$ cat src/rtl/x_multdiv_unit.sv
// x_multdiv_unit
// Execute-stage multi-cycle signed multiply/divide unit. It sits beside the
// ALU, watches the D/X latch outputs and, on a mul/div, stalls the front of the
// pipeline. It then runs 32 shift/add or shift/subtract iterations on operand
// magnitudes and presents the result for one cycle to the X-stage result mux.
//
// Ports
//   clock         rising-edge clock
//   reset         asynchronous, active-low reset
//   ir_in         instruction from the D/X latch
//   a_in, b_in    operands rs / rt from the D/X latch
//   flush         squash of the X-stage instruction (branch/jump)
//   stall         hold PC, F/D and D/X; insert a nop into X/M
//   result_valid  one-cycle pulse qualifying result_out/result_rd/exception
//   result_out    low 32 bits of the product, or the quotient
//   result_rd     destination register of the completed op
//   exception     overflow / divide-by-zero flag of the completed op
//   op_is_div     1 = completed op was div, 0 = mul
//
// state  | meaning
// -------+-------------------------------------------------------------
// S_IDLE | waiting for a mul/div on ir_in; stalls combinationally on one
// S_RUN  | one iteration per cycle, count 0..31
// S_DONE | result registers valid; pulse result_valid unless flushed
module x_multdiv_unit #(
  parameter logic [4:0] RTYPE_OP  = 5'b00000,
  parameter logic [4:0] MUL_ALUOP = 5'b00110,
  parameter logic [4:0] DIV_ALUOP = 5'b00111
) (
  input  logic        clock,
  input  logic        reset,
  input  logic [31:0] ir_in,
  input  logic [31:0] a_in,
  input  logic [31:0] b_in,
  input  logic        flush,
  output logic        stall,
  output logic        result_valid,
  output logic [31:0] result_out,
  output logic [4:0]  result_rd,
  output logic        exception,
  output logic        op_is_div
);

  typedef enum logic [1:0] {S_IDLE, S_RUN, S_DONE} state_t;

  state_t      state;
  logic [4:0]  count;
  // mul: {partial product high, multiplier shifting out at bit 0}
  // div: {partial remainder, dividend shifting out at bit 31 / quotient in at bit 0}
  logic [63:0] work;
  logic [31:0] mag_b;
  logic        neg;
  logic        is_div;
  logic        b_zero;
  logic        div_ovf;
  logic [4:0]  rd_q;

  logic        is_md;
  logic        start;
  logic [31:0] a_mag;
  logic [31:0] b_mag;
  logic [32:0] mul_sum;
  logic [32:0] div_sh;
  logic        div_ge;
  logic [31:0] div_sub;
  logic [63:0] work_nxt;
  logic [63:0] prod;
  logic [31:0] quo;
  logic [31:0] fin_res;
  logic        fin_exc;

  // Register-field bits the unit never looks at; reduced here so lint sees them consumed.
  logic unused_ir;
  assign unused_ir = ^{ir_in[21:7], ir_in[1:0]};

  assign is_md = (ir_in[31:27] == RTYPE_OP) &&
                 ((ir_in[6:2] == MUL_ALUOP) || (ir_in[6:2] == DIV_ALUOP));
  assign start = is_md && !flush;

  // Two's-complement magnitude; 0x80000000 maps to itself, which is the
  // correct unsigned magnitude.
  assign a_mag = a_in[31] ? (32'd0 - a_in) : a_in;
  assign b_mag = b_in[31] ? (32'd0 - b_in) : b_in;

  always_comb begin
    mul_sum = {1'b0, work[63:32]} + (work[0] ? {1'b0, mag_b} : 33'd0);
    div_sh  = {work[63:32], work[31]};
    // Remainder stays below the divisor, so a set bit 32 always means "fits";
    // the 32-bit wraparound subtract is then still exact.
    div_ge  = div_sh[32] || (div_sh[31:0] >= mag_b);
    div_sub = div_sh[31:0] - mag_b;
    if (is_div)
      work_nxt = {(div_ge ? div_sub : div_sh[31:0]), work[30:0], div_ge};
    else
      work_nxt = {mul_sum, work[31:1]};
  end

  // Final sign fix-up and flags, taken from the last iteration's result.
  always_comb begin
    prod = neg ? (64'd0 - work_nxt) : work_nxt;
    quo  = neg ? (32'd0 - work_nxt[31:0]) : work_nxt[31:0];
    if (is_div) begin
      fin_res = b_zero ? 32'd0 : quo;
      fin_exc = b_zero || div_ovf;
    end else begin
      fin_res = prod[31:0];
      fin_exc = (prod[63:32] != {32{prod[31]}});
    end
  end

  // Gated by reset so nothing is stalled while the unit is held in reset.
  assign stall        = reset && (((state == S_IDLE) && start) || (state == S_RUN));
  assign result_valid = (state == S_DONE) && !flush;

  always_ff @(posedge clock or negedge reset) begin
    if (!reset) begin
      state      <= S_IDLE;
      count      <= 5'd0;
      work       <= 64'd0;
      mag_b      <= 32'd0;
      neg        <= 1'b0;
      is_div     <= 1'b0;
      b_zero     <= 1'b0;
      div_ovf    <= 1'b0;
      rd_q       <= 5'd0;
      result_out <= 32'd0;
      result_rd  <= 5'd0;
      exception  <= 1'b0;
      op_is_div  <= 1'b0;
    end else begin
      case (state)
        S_IDLE: begin
          if (start) begin
            work    <= {32'd0, a_mag};
            mag_b   <= b_mag;
            neg     <= a_in[31] ^ b_in[31];
            is_div  <= (ir_in[6:2] == DIV_ALUOP);
            b_zero  <= (b_in == 32'd0);
            div_ovf <= (a_in == 32'h8000_0000) && (b_in == 32'hFFFF_FFFF);
            rd_q    <= ir_in[26:22];
            count   <= 5'd0;
            state   <= S_RUN;
          end
        end
        S_RUN: begin
          if (flush) begin
            count <= 5'd0;
            state <= S_IDLE;
          end else begin
            work  <= work_nxt;
            count <= count + 5'd1;
            if (count == 5'd31) begin
              result_out <= fin_res;
              exception  <= fin_exc;
              op_is_div  <= is_div;
              result_rd  <= rd_q;
              state      <= S_DONE;
            end
          end
        end
        S_DONE: begin
          // The finished mul/div is still on ir_in this cycle; never restart here.
          state <= S_IDLE;
        end
        default: state <= S_IDLE;
      endcase
    end
  end

endmodule

$ cat config.mk
export PLATFORM = sky130hd
export DESIGN_NAME = x_multdiv_unit
export DESIGN_NICKNAME = d
export VERILOG_FILES = /design/src/rtl/x_multdiv_unit.sv
export SDC_FILE = /design/constraint.sdc
export NUM_CORES = 1
export LEC_CHECK = 0
export ABC_CLOCK_PERIOD_IN_PS = 16400
export BUFFER_PORTS_ARGS = -buffer_cell sky130_fd_sc_hd__buf_2
export CORE_MARGIN = 2
export CORE_UTILIZATION = 35
export CTS_CLUSTER_DIAMETER = 150
export DETAILED_ROUTE_END_ITERATION = 12
export PLACE_DENSITY = 0.5
export SETUP_SLACK_MARGIN = 0.1
export SYNTH_ARGS = -nofsm -noshare
export SYNTH_HDL_FRONTEND = slang
export SYNTH_SLANG_ARGS = --single-unit
export TNS_END_PERCENT = 5
$ cat constraint.sdc
create_clock -name clock -period 16.4 [get_ports clock]
set_clock_uncertainty 0.2 [all_clocks]
set_input_delay 0.82 -clock clock [delete_from_list [all_inputs] [get_ports clock]]
set_output_delay 0.82 -clock clock [all_outputs]
set_load 0.005 [all_outputs]
==> results of run 1 <==
[cells by family after synthesis]
group,Yosys count,share of synthesized area [%]
flops,151,25.9
xor+xnor,154,9.25
buf+inv,175,5.05
fa+ha+maj,72,6.28
simple gates,698,24.0
mux,50,3.54
compound gates,573,26.0
[critical path, stage by stage (launching register included)]
cell and delay, ns:
sky130_fd_sc_hd__dfrtp_1 0.52, sky130_fd_sc_hd__inv_1 0.08, sky130_fd_sc_hd__ha_1 0.40, sky130_fd_sc_hd__a21oi_2 0.25, sky130_fd_sc_hd__o21a_1 0.15, sky130_fd_sc_hd__o211ai_1 0.22
sky130_fd_sc_hd__and2_1 0.41, sky130_fd_sc_hd__nor3_4 0.23, sky130_fd_sc_hd__nor2_1 0.08, sky130_fd_sc_hd__a21oi_1 0.35, sky130_fd_sc_hd__ha_1 0.28, sky130_fd_sc_hd__nor2b_1 0.14
sky130_fd_sc_hd__a32oi_1 0.09, sky130_fd_sc_hd__or3b_1 0.55, sky130_fd_sc_hd__nor2_1 0.21, sky130_fd_sc_hd__nand4_1 0.21, sky130_fd_sc_hd__a31oi_1 0.32, sky130_fd_sc_hd__nand4_2 0.24
sky130_fd_sc_hd__or2_1 0.42, sky130_fd_sc_hd__or2_1 0.31, sky130_fd_sc_hd__o31ai_1 0.26, sky130_fd_sc_hd__xnor2_1 0.21, sky130_fd_sc_hd__nor2_1 0.08, sky130_fd_sc_hd__or4_1 0.48
sky130_fd_sc_hd__nor4_1 0.34, sky130_fd_sc_hd__a21oi_1 0.13
[per-layer routing]
metal / vias to the layer above / routed length [um]
met1: 6899 / 24200
met5: - / 0
met4: 0 / 1130
met2: 353 / 21800
li1: 6955 / -
met3: 61 / 2620
[synthesized netlist by cell type, types with 9 or more instances]
master                     number
sky130_fd_sc_hd__a31oi_1       11
sky130_fd_sc_hd__or3_1         31
sky130_fd_sc_hd__and3_1        10
sky130_fd_sc_hd__xnor2_1       88
sky130_fd_sc_hd__nand2_1      249
sky130_fd_sc_hd__or2_2         10
sky130_fd_sc_hd__o41ai_1       12
sky130_fd_sc_hd__clkbuf_1      79
sky130_fd_sc_hd__nor4_1        19
sky130_fd_sc_hd__mux2_2        12
sky130_fd_sc_hd__nor2b_1       10
sky130_fd_sc_hd__xor2_1        66
sky130_fd_sc_hd__a21o_1        25
sky130_fd_sc_hd__ha_1          70
sky130_fd_sc_hd__nor3_1        42
sky130_fd_sc_hd__nor3b_1        9
sky130_fd_sc_hd__nor2_1       114
sky130_fd_sc_hd__nand4_1       31
sky130_fd_sc_hd__or4_1         20
sky130_fd_sc_hd__a21oi_1      124
sky130_fd_sc_hd__buf_2         10
sky130_fd_sc_hd__and2_1        40
sky130_fd_sc_hd__o31ai_1       35
sky130_fd_sc_hd__nand2b_1      16
sky130_fd_sc_hd__mux2i_1       37
sky130_fd_sc_hd__o21ai_0      202
sky130_fd_sc_hd__o21a_1        12
sky130_fd_sc_hd__inv_1         69
sky130_fd_sc_hd__dfrtp_1      151
sky130_fd_sc_hd__a211oi_1      15
sky130_fd_sc_hd__o211ai_1      13
sky130_fd_sc_hd__nand3_1       59
[registers in the layout, indices dropped and copies added (netlist names)]
signal	count
neg	1
count	5
result_rd	5
result_out	32
is_div	1
state	2
b_zero	1
exception	1
op_is_div	1
work	64
rd_q	5
mag_b	32
div_ovf	1
[layout make-up]
type / count / area [um2] / area share [%]
clock inverters: 8 / 109 / 0.673
flip-flops and latches: 151 / 3780 / 23.4
diodes: 3 / 7.51 / 0.0464
multi-input cells: 1547 / 10100 / 62.4
repair buffers: 141 / 759 / 4.69
clock buffers: 24 / 502 / 3.10
well taps: 532 / 666 / 4.11
inverters: 70 / 263 / 1.62
[power breakdown]
part,switching (mW),internal (mW)
Sequential,0.0417,0.399
Combinational,0.436,0.273
Clock,0.177,0.246
Total,0.654,0.918
[path summary, 6_finish.rpt]
check                                      from                         end  slack (ns)  cells past startpoint
max                        mag_b[9]$_DFFE_PN0P_       exception$_DFFE_PN0P_        9.09                     25
min                                       reset  result_out[21]$_DFFE_PN0P_        0.05                      1
max reg2reg                mag_b[9]$_DFFE_PN0P_       exception$_DFFE_PN0P_        9.09                     25
min reg2reg                 rd_q[4]$_DFFE_PN0P_         rd_q[4]$_DFFE_PN0P_        0.27                      2
max in group asynchronous                 reset       mag_b[11]$_DFFE_PN0P_       14.70                      2
min in group clock          rd_q[4]$_DFFE_PN0P_         rd_q[4]$_DFFE_PN0P_        0.27                      2
[stage by stage]
stage               power [mW]  util [%]  hold WS [ns]  instances
global placement          1.14      37.9         0.258       2441
finish                    1.57      39.4        0.0532       2476
global route              1.67      39.4        0.0570       2475
CTS                       1.57      39.4        0.0514       2473
floorplan                0.951         -         0.242       1873
detailed placement        1.14      37.9         0.263       2441
==> run summary, run 1 <==
The run finished with clean final reports. The worst setup path is launched from a register. The number of flip-flops and latches in the synthesized netlist works out to 151. Setup repair after global routing left no endpoint under its margin.

The net count after synthesis came out at 2044. Critical path capture point type: a register. For the final total negative setup slack, the log shows 0 ns. For this block, the initial DRC count from the detailed router was 1212. Among all flip-flop cells after synthesis, the most frequent one is sky130_fd_sc_hd__dfrtp_1.

The die covers 43300 um2. The number of resized instances in the post-cts repair step was 0; the height of the die was 208 um. For the worst setup path, the data arrival time is 7.44 ns. The via-per-instance ratio is 5.76. The class of the most critical hold timing path was in -> async. From synthesis to final layout, the design area changed by 10.9%.

In the layout the commonest cells are sky130_fd_sc_hd__nand2_1 (248), sky130_fd_sc_hd__o21ai_0 (202), sky130_fd_sc_hd__dfrtp_1 (149). The library cell occupying the most area in the post-synthesis netlist was sky130_fd_sc_hd__dfrtp_1. The total number of yosys warnings came out at 0. The total setup buffers inserted after CTS was 0; the peak fanout along the critical path was 9.

The critical path class was reg -> reg. The remaining global-route overflow is 0. The commonest non-fill, non-tap cell in the layout was sky130_fd_sc_hd__nand2_1.

Detailed-route wire length per cell: 20.1 um. The run gives 0 as the final number of max-transition violations. The first TritonRoute pass finished after 6 iterations. The number of buffers added on ports is 122, and the hold-fix buffer count after cts is 0.

For this run, the post-layout net count is 2099. Wires add up to 49700 um. The antenna violation net count after detailed routing is 0, and the number of vias in the routed layout is 14300.

The area of placed instances was 15600 um2. The logs give 79.4 uV for the peak supply drop and 137 MHz for the highest clock frequency the design can meet. For this run, global-route usage on met2 was measured as 34.9%. Setup violations remaining at the end of the flow were counted as 0. The region available for standard cell placement spans 41000 um2. The logs give 140 for the number of ports placed on the die boundary and 78200 um for the global-route wire length before repair. The tools report the global-route track usage on met3 as 3.61%.

The tools report the clock root buffer master as sky130_fd_sc_hd__clkbuf_16. After detailed routing, the number of remaining DRC violations is 0. The number of antenna violations at the first check in global routing was 2; the die width was 208 um. The tool flagged a number of max-cap violations equal to 0.

Via count of the first global-routing pass: 13500. Once detailed placement completed, the half-perimeter wirelength came to 37200 um. After filler insertion, the fill cell instance count of the layout stands at 4313.

Number of flops mapped to enable cells by yosys: 0. The transition time of the tightest slew-check pin is 1.15 ns. For this design the ratio of total power to cell area is 97.1 nW/um2.

The share of synthesized area in the top cell type comes to 25.9%. In the global route stage, overall resource usage came out at 22.9%. The clock period could shrink to 7.31 ns. The data required time at the worst endpoint came out at 16.53 ns. The run gives 86 as the largest net degree at the start of global routing. The logs give 9.09 ns for the post-route worst setup slack and 0.915 for the global placement routability congestion.

Yosys mapped the design onto 103 distinct sky130hd cell types. The run gives 2 as the buffer levels on the longest clock path. After synthesis, the mean cell area works out to 7.79 um2. The clock latency on the worst-skew pair is 0.45 ns, and the clock edge transition at the registers on the reported setup and hold paths is 0.07 ns.

In the synthesized netlist the async set-or-reset flop fraction comes to 100%. In this run the core area contains 74 standard-cell rows. The placement-stage worst setup slack is 9.19 ns. Once layout is done, the placed cells without fillers occupy 16200 um2.

Dividing the final minimum period by the clock period gives 44.6%. The worst slew margin relative to its limit was 22.2%. Of the cells placed in the final design, the portion with a size suffix greater than 1 is 12.3%.

By area the synthesized netlist is led by sky130_fd_sc_hd__dfrtp_1 (26%), sky130_fd_sc_hd__o21ai_0 (6.9%), sky130_fd_sc_hd__nand2_1 (6.4%). Of the synthesized area, sequential elements account for 25.9%. The tools report the summed instance area of the synthesized netlist as 14600 um2. In the global route stage, met1 resource usage came out at 33.0%. In this run the most used layer during global routing was met2. The tools report the number of H-tree levels as 4. For this design, the sink count on the clock tree is 151. The analysis attributes to cell leakage a power of 7.16 nW.

Once the floorplan was initialized, standard cells occupied 35.6% of the core. The logs give 0 for the number of hold violations in the final report and 17 for the number of buffers added by the clock tree synthesis step. After technology mapping, the gate count stands at 1873.

TritonCTS built the clock tree.
(Power assumes the default switching activity.)
==> run 2: changes to the inputs <==
Settings changed: ABC_CLOCK_PERIOD_IN_PS 16400 to 6300, PLACE_DENSITY 0.5 to 0.52.
Clock period 16.4 ns to 6.3 ns, I/O delays scaled along.
==> run 2 against run 1 <==
Routed wire length up 5.3%. Register-to-register slack worse by 8.7 ns. Final cell count is 4.7% higher. Clock power grew to 2.6 times the previous value. Via count up 4.0%. Global-route usage increased by 1.2 points. Critical endpoint unchanged. Largest cell class unchanged. Largest power group unchanged.
==> run summary, run 2 (synthesis results as in run 1) <==
The worst path needs 5.95 ns of the cycle, external delays included. The library cells used most frequently in the layout, excluding fill and tap cells, are sky130_fd_sc_hd__nand2_1 (248), sky130_fd_sc_hd__o21ai_0 (200), sky130_fd_sc_hd__dfrtp_1 (149). In the routed design, unresolved DRC markers number 0. The logs give 52300 um for the total wirelength of the detailed-routed design and 24.1% for the overall global routing resource usage. The run gives 2 as the buffer levels on the longest clock path. The root buffer cell chosen for the clock tree is sky130_fd_sc_hd__clkbuf_16. The endpoint identified for the worst register-to-register timing path is exception$_DFFE_PN0P_. The largest net degree at the start of global routing is 74. The number of buffers added on ports was 122. The placed instances occupy a cell area of 16300 um2. Setup repair after global routing left no endpoint under its margin.

The remaining global-route overflow was 0; the peak fanout along the critical path was 7. The final standard cell count with taps included and fillers excluded was 2592; the overall power consumption was 4.35 mW. Highest clock frequency the design can meet: 168 MHz.

Number of antenna violations at the first check in global routing: 3. The number of instances in the placed design was 2530; the peak supply drop was 212 uV. TritonCTS built the clock tree.

The final layout contains 2218 nets. The initial standard-cell utilization of the core was 35.6%; the cell row count was 74. Critical path capture point type: a register. For this design the top-level I/O count stands at 140.

The tools report the clock latency on the worst-skew pair as 0.46 ns. The start point of the worst min-delay path was b_in[16]. The area growth from synthesis to layout is 18.7%.

Final number of max-transition violations: 0. The worst pin sits at a relative slew slack of 25.3%. Among all stages on the critical path, the largest delay is contributed by sky130_fd_sc_hd__or4_4. For this design the static power due to leakage is 7.75 nW. The max-cap check violation count came out at 0.

The launching element type of the critical path is a register. The global placement routability congestion is 0.930, and the via count of the first global-routing pass is 14400. The estimated wirelength of the detail-placed design came out at 39900 um. The die is 208 um tall. In this run, the number of DRC markers left after iteration 0 of detailed routing was 1156. For the number of hold violations in the final report, the log shows 0. Number of sinks handled by clock tree synthesis: 151. The largest registers in the layout are work x64, mag_b x32, result_out x32. Antenna diode count: 0. The number of vias in the routed layout was 14800; the core outline area was 41000 um2. At the pin with the least slew margin, the transition time is 1.12 ns. The count of TritonRoute iterations in the first routing pass is 5, and the detailed-route wire length per cell is 20.2 um. The die outline area was 43300 um2.

The run finished with clean final reports. The fraction of layout instances using a drive strength above 1 came out at 17.9%. The tools report the number of H-tree levels as 4. At the worst endpoint, the arrival time is 6.09 ns. In this run the power density over the cells is 251 nW/um2. The via-per-instance ratio was 5.73. The first global-routing pass estimated 82300 um of wire. The finished cells cover 17300 um2. Terminating pin of the worst hold path: mag_b[16]$_DFFE_PN0P_.

The path class of the tightest hold or removal check is in -> reg. The worst path uses 94.4% of the clock period. The run gives 0 as the number of setup violations in the final report. Setup slack on the worst reg-to-reg path comes out at 0.35 ns.

The launch instance of the worst register-to-register path was work[31]$_DFFE_PN0P_. After clock tree synthesis, the clock-pin slew on the worst setup and hold paths is 0.07 ns. In the final timing run, aggregate negative setup slack is 0 ns. Counting cells, the worst reg-to-reg path comes to 26.

The die is 208 um wide. The register with the most flip-flops in the layout has 64 of them. The library cell used most frequently in the layout, excluding fill and tap cells, is sky130_fd_sc_hd__nand2_1.

The delay of the slowest cell on the worst path came out at 0.53 ns. The top register by number of flip-flops is work. The number of cells on the worst hold path was 3. The antenna violation net count after detailed routing was 0. The data required time at the worst endpoint was 6.45 ns; the number of buffers added by the clock tree synthesis step was 17. The worst setup path is of the reg -> reg kind.
[run 2: how the worst max path moves through the flow]
| stage | start | to | slack [ns] | depth (start not counted) |
|---|---|---|---|---|
| finish | work[31]$_DFFE_PN0P_ | exception$_DFFE_PN0P_ | 0.35 | 26 |
| floorplan | work[31]$_DFFE_PN0P_ | exception$_DFFE_PN0P_ | 0.08 | 31 |
| global placement | mag_b[29]$_DFFE_PN0P_ | exception$_DFFE_PN0P_ | 0.17 | 25 |
| global route | work[31]$_DFFE_PN0P_ | exception$_DFFE_PN0P_ | 0.13 | 26 |
| detailed placement | work[50]$_DFFE_PN0P_ | exception$_DFFE_PN0P_ | 0.04 | 24 |
| CTS | work[50]$_DFFE_PN0P_ | exception$_DFFE_PN0P_ | 0.11 | 24 |
[run 2: worst max-delay path: cells and delay by family, from the launching register on]
family / cells / cell delay (ns)
AO/OA/AOI/OAI: 8 / 1.32
XOR/XNOR: 1 / 0.21
adder cells (fa/ha/maj): 3 / 0.66
buffers and inverters: 1 / 0.09
multiplexers: 1 / 0.11
flip-flops: 1 / 0.38
AND/OR/NAND/NOR: 12 / 2.83
[run 2: layout make-up]
class,instances,area [um2]
Multi-Input combinational cell,1547,10300
Clock inverter,13,170
Timing Repair Buffer,260,1700
Fill cell,4223,23700
Inverter,70,263
Tap cell,532,666
Clock buffer,19,443
Sequential cell,151,3780
[run 2: repair_timing]
action / 4_1_cts / 5_1_grt
setup endpoints to repair: 1 / 1
buffers inserted: 0 / 11
resized for setup: 1 / 22
pin swaps: 0 / 11
hold endpoints to repair: 90 / 0
hold buffers: 19 / 0
[run 2: metrics by stage]
step                      hold slack [ns]  utilization, %  setup slack, ns
after floorplan                    -0.181               -           0.0829
after global placement              0.201            39.8            0.171
after detailed placement            0.207            39.8           0.0363
after CTS                         0.00262            41.7            0.112
after global routing               0.0263            42.2            0.135
final                              0.0134            42.2            0.354
[run 2: power breakdown]
group,internal [mW],switching (mW),total [mW]
registers,1.04,0.0979,1.14
clock network,0.640,0.473,1.11
logic,0.865,1.23,2.10
total,2.54,1.80,4.35
[run 2: routing by layer]
| layer | vias up | track usage (%) | wire (um) |
|---|---|---|---|
| met2 | 468 | 37.6 | 23000 |
| met5 | - | 0 | 0 |
| met4 | 0 | 8.31 | 1330 |
| met1 | 7098 | 34.0 | 25000 |
| li1 | 7202 | - | - |
| met3 | 72 | 3.47 | 3010 |
==> run 3: changes to the inputs <==
Settings changed: ABC_CLOCK_PERIOD_IN_PS 6300 to 6500, PLACE_DENSITY 0.52 to 0.5, SKIP_LAST_GASP set to 1.
Clock period 6.3 ns to 6.5 ns, I/O delays scaled along.
==> run 3 against run 2 <==
Sequential share of layout area rose by 0.50 points. First-iteration DRC count up 14%. Non-clock buffer count decreased by 33. Flip-flop and latch count did not move. Combinational power decreased by 7%. Critical endpoint unchanged.
==> run summary, run 3 (synthesis results as in run 1) <==
The flow ran to the end, and the final reports show no timing, DRC or antenna violations. The die width was 208 um; the net total in the final layout was 2185. The number of buffers and inverters on the critical path is 0, and the residual DRC count is 0. The clock latency on the worst-skew pair is 0.47 ns, and the period utilization is 93.7%.

The detailed-route wire length per cell works out to 20.4 um. In this run the tool buffered the top-level ports with 122 buffer cells. Among all stages on the critical path, the largest delay is contributed by sky130_fd_sc_hd__or4_1.

The worst setup path is captured at a register. IR analysis of the VDD net gives a maximum drop of 230 uV. Traced cell by cell, the critical path runs through ha_1 > a21o_1 > a21o_1 > a211oi_2 > o21ai_4 > nor3_4 > nor2_1 > a21oi_2 > ha_2 > nor2b_1 > a32oi_1 > or3b_1 > nor2_1 > nand4_1 > nand2_1 > xor2_2 > a211oi_1 > a211oi_1 > nand3_1 > nor4_1 > o2111ai_1 > or4_1 > nor4_2 > a21oi_1. At the end of routability-driven placement, the weighted congestion stood at 0.934. The largest registers in the layout are work x64, mag_b x32, result_out x32.

Clock tree synthesis inserted a total of 17 buffers. The number of hold violations in the final report was 0. From bottom edge to top edge, the die measures 208 um. Setup repair after global routing left no endpoint under its margin. Row generation in the floorplan step produced 74 rows. The delay of the slowest cell on the worst path came out at 0.55 ns.

Detailed placement finished with a half-perimeter wire length of 39800 um. The number of antenna violations at the first check in global routing is 0. Along the worst path, the maximum fanout reaches 4. CTS saw 151 sinks. In this run the worst hold path is classified as in -> reg.

Power spread over the standard cell area amounts to 245 nW/um2. Overall global routing resource usage: 24.0%. The run gives 0 as the number of setup violations in the final report. Timing would allow up to 164 MHz. Leaving out fill and tap cells, the most frequent cells in the layout are sky130_fd_sc_hd__nand2_1 (248), sky130_fd_sc_hd__o21ai_0 (202), sky130_fd_sc_hd__dfrtp_1 (149). After clock tree synthesis, the clock-pin slew on the worst setup and hold paths is 0.08 ns.

The analysis attributes to cell leakage a power of 7.56 nW. The finished layout holds 2560 standard cells, fillers aside. During I/O placement, the number of pins put on the boundary was 140. Entering global routing, the biggest net connects 85 pins. The via-per-instance ratio came out at 5.77. The floorplan step defined a die boundary enclosing 43300 um2. The H-tree was split into 4 levels. For this configuration, the core starts out at a cell density of 35.6%. The logs give 0 for the max-cap check violation count and 28.1% for the worst slew margin relative to its limit. The total area inside the core boundary comes to 41000 um2. The antenna violation net count after detailed routing is 0, and the fraction of layout instances using a drive strength above 1 is 15.7%. The logs give 0 for the final number of max-transition violations and 14800 for the number of vias in the routed layout. Data on the critical path is required at its endpoint by 6.66 ns. TritonCTS built the clock tree.

The library cell used most frequently in the layout, excluding fill and tap cells, is sky130_fd_sc_hd__nand2_1. Count of TritonRoute iterations in the first routing pass: 6. The final critical-path required period came out at 6.09 ns. STA classifies the critical path startpoint as a register. The clock root buffer master is sky130_fd_sc_hd__clkbuf_16. The first global-routing pass estimated 81100 um of wire. The kind of cell adding the most delay to the critical path is simple AND/OR/NAND/NOR gates. The run gives 2 as the buffer levels on the longest clock path. The critical path class was reg -> reg.

The data arrival time of the critical path was 6.25 ns. The tools report the via count of the first global-routing pass as 14100. The number of DRC markers in iteration 0 was 1321; the flip-flop count of the largest register after layout was 64. For the final routed database, the setup TNS stands at 0 ns. From synthesis to final layout, the design area changed by 16.1%.

Counting tap cells, the placed design contains a total of 2508 instances. The remaining global-route overflow was 0. Ranked by flip-flop count, first place goes to work. For the pin with the worst max-slew slack, the measured transition is 1.06 ns.

The total wirelength of the detailed-routed design came out at 52300 um.
## run 3: final cells by class
class                   instances  area (um2)
diodes                          1        2.50
clock buffers                  17         425
clock inverters                15         194
fillers                      4250       24100
inverters                      70         263
multi-input cells            1547       10100
flip-flops and latches        151        3780
well taps                     532         666
repair buffers                227        1450
## run 3: metal layers
layer | GRT usage, % | part of all wire, % | up-vias
met3 | 4.15 | 6.9 | 63
met2 | 36.9 | 44 | 504
met1 | 33.9 | 47 | 7097
li1 | - | - | 7113
met4 | 8.04 | 2.3 | 0
met5 | 0 | 0 | -
## run 3: through the flow
step / worst slack, ns / utilization (%) / area (um2) / total power, mW / hold slack (ns)
2_1_floorplan: 0.124 / - / 14600 / 2.41 / -0.171
3_3_place_gp: 0.274 / 39.2 / 16100 / 3.01 / 0.120
3_5_place_dp: 0.216 / 39.2 / 16100 / 3.02 / 0.125
4_1_cts: 0.206 / 41.1 / 16900 / 4.13 / 0.00144
5_1_grt: 0.0833 / 41.3 / 16900 / 4.39 / 0.0225
6_report: 0.410 / 41.3 / 16900 / 4.15 / 0.0179
## run 3: timing repair
item	in CTS	in global routing
gates resized for setup	0	8
setup buffers	0	1
hold buffers	18	0
endpoints found under the setup margin	0	1
endpoints found under the hold margin	60	0
## run 3: where the power goes
| group | total, mW | internal (mW) | leakage [nW] | switching (mW) |
|---|---|---|---|---|
| clock network | 1.09 | 0.615 | 0.298 | 0.477 |
| logic | 1.95 | 0.793 | 5.27 | 1.16 |
| registers | 1.10 | 1.01 | 2.00 | 0.0969 |
## run 3: path summary, 6_finish.rpt
check	from	endpoint	slack, ns	cells past startpoint
worst max-delay path	work[60]$_DFFE_PN0P_	exception$_DFFE_PN0P_	0.41	24
worst min-delay path	a_in[0]	work[0]$_DFFE_PN0P_	0.02	3
worst max register to register	work[60]$_DFFE_PN0P_	exception$_DFFE_PN0P_	0.41	24
worst min register to register	rd_q[1]$_DFFE_PN0P_	rd_q[1]$_DFFE_PN0P_	0.27	2
max in group asynchronous	reset	is_div$_DFFE_PN0P_	4.69	3
min in group asynchronous	reset	result_out[9]$_DFFE_PN0P_	0.18	2
## run 3: worst min-delay path, cell delays in order
cell and delay [ns]:
sky130_fd_sc_hd__buf_2 0.13, sky130_fd_sc_hd__a21oi_1 0.11, sky130_fd_sc_hd__o21ai_0 0.07
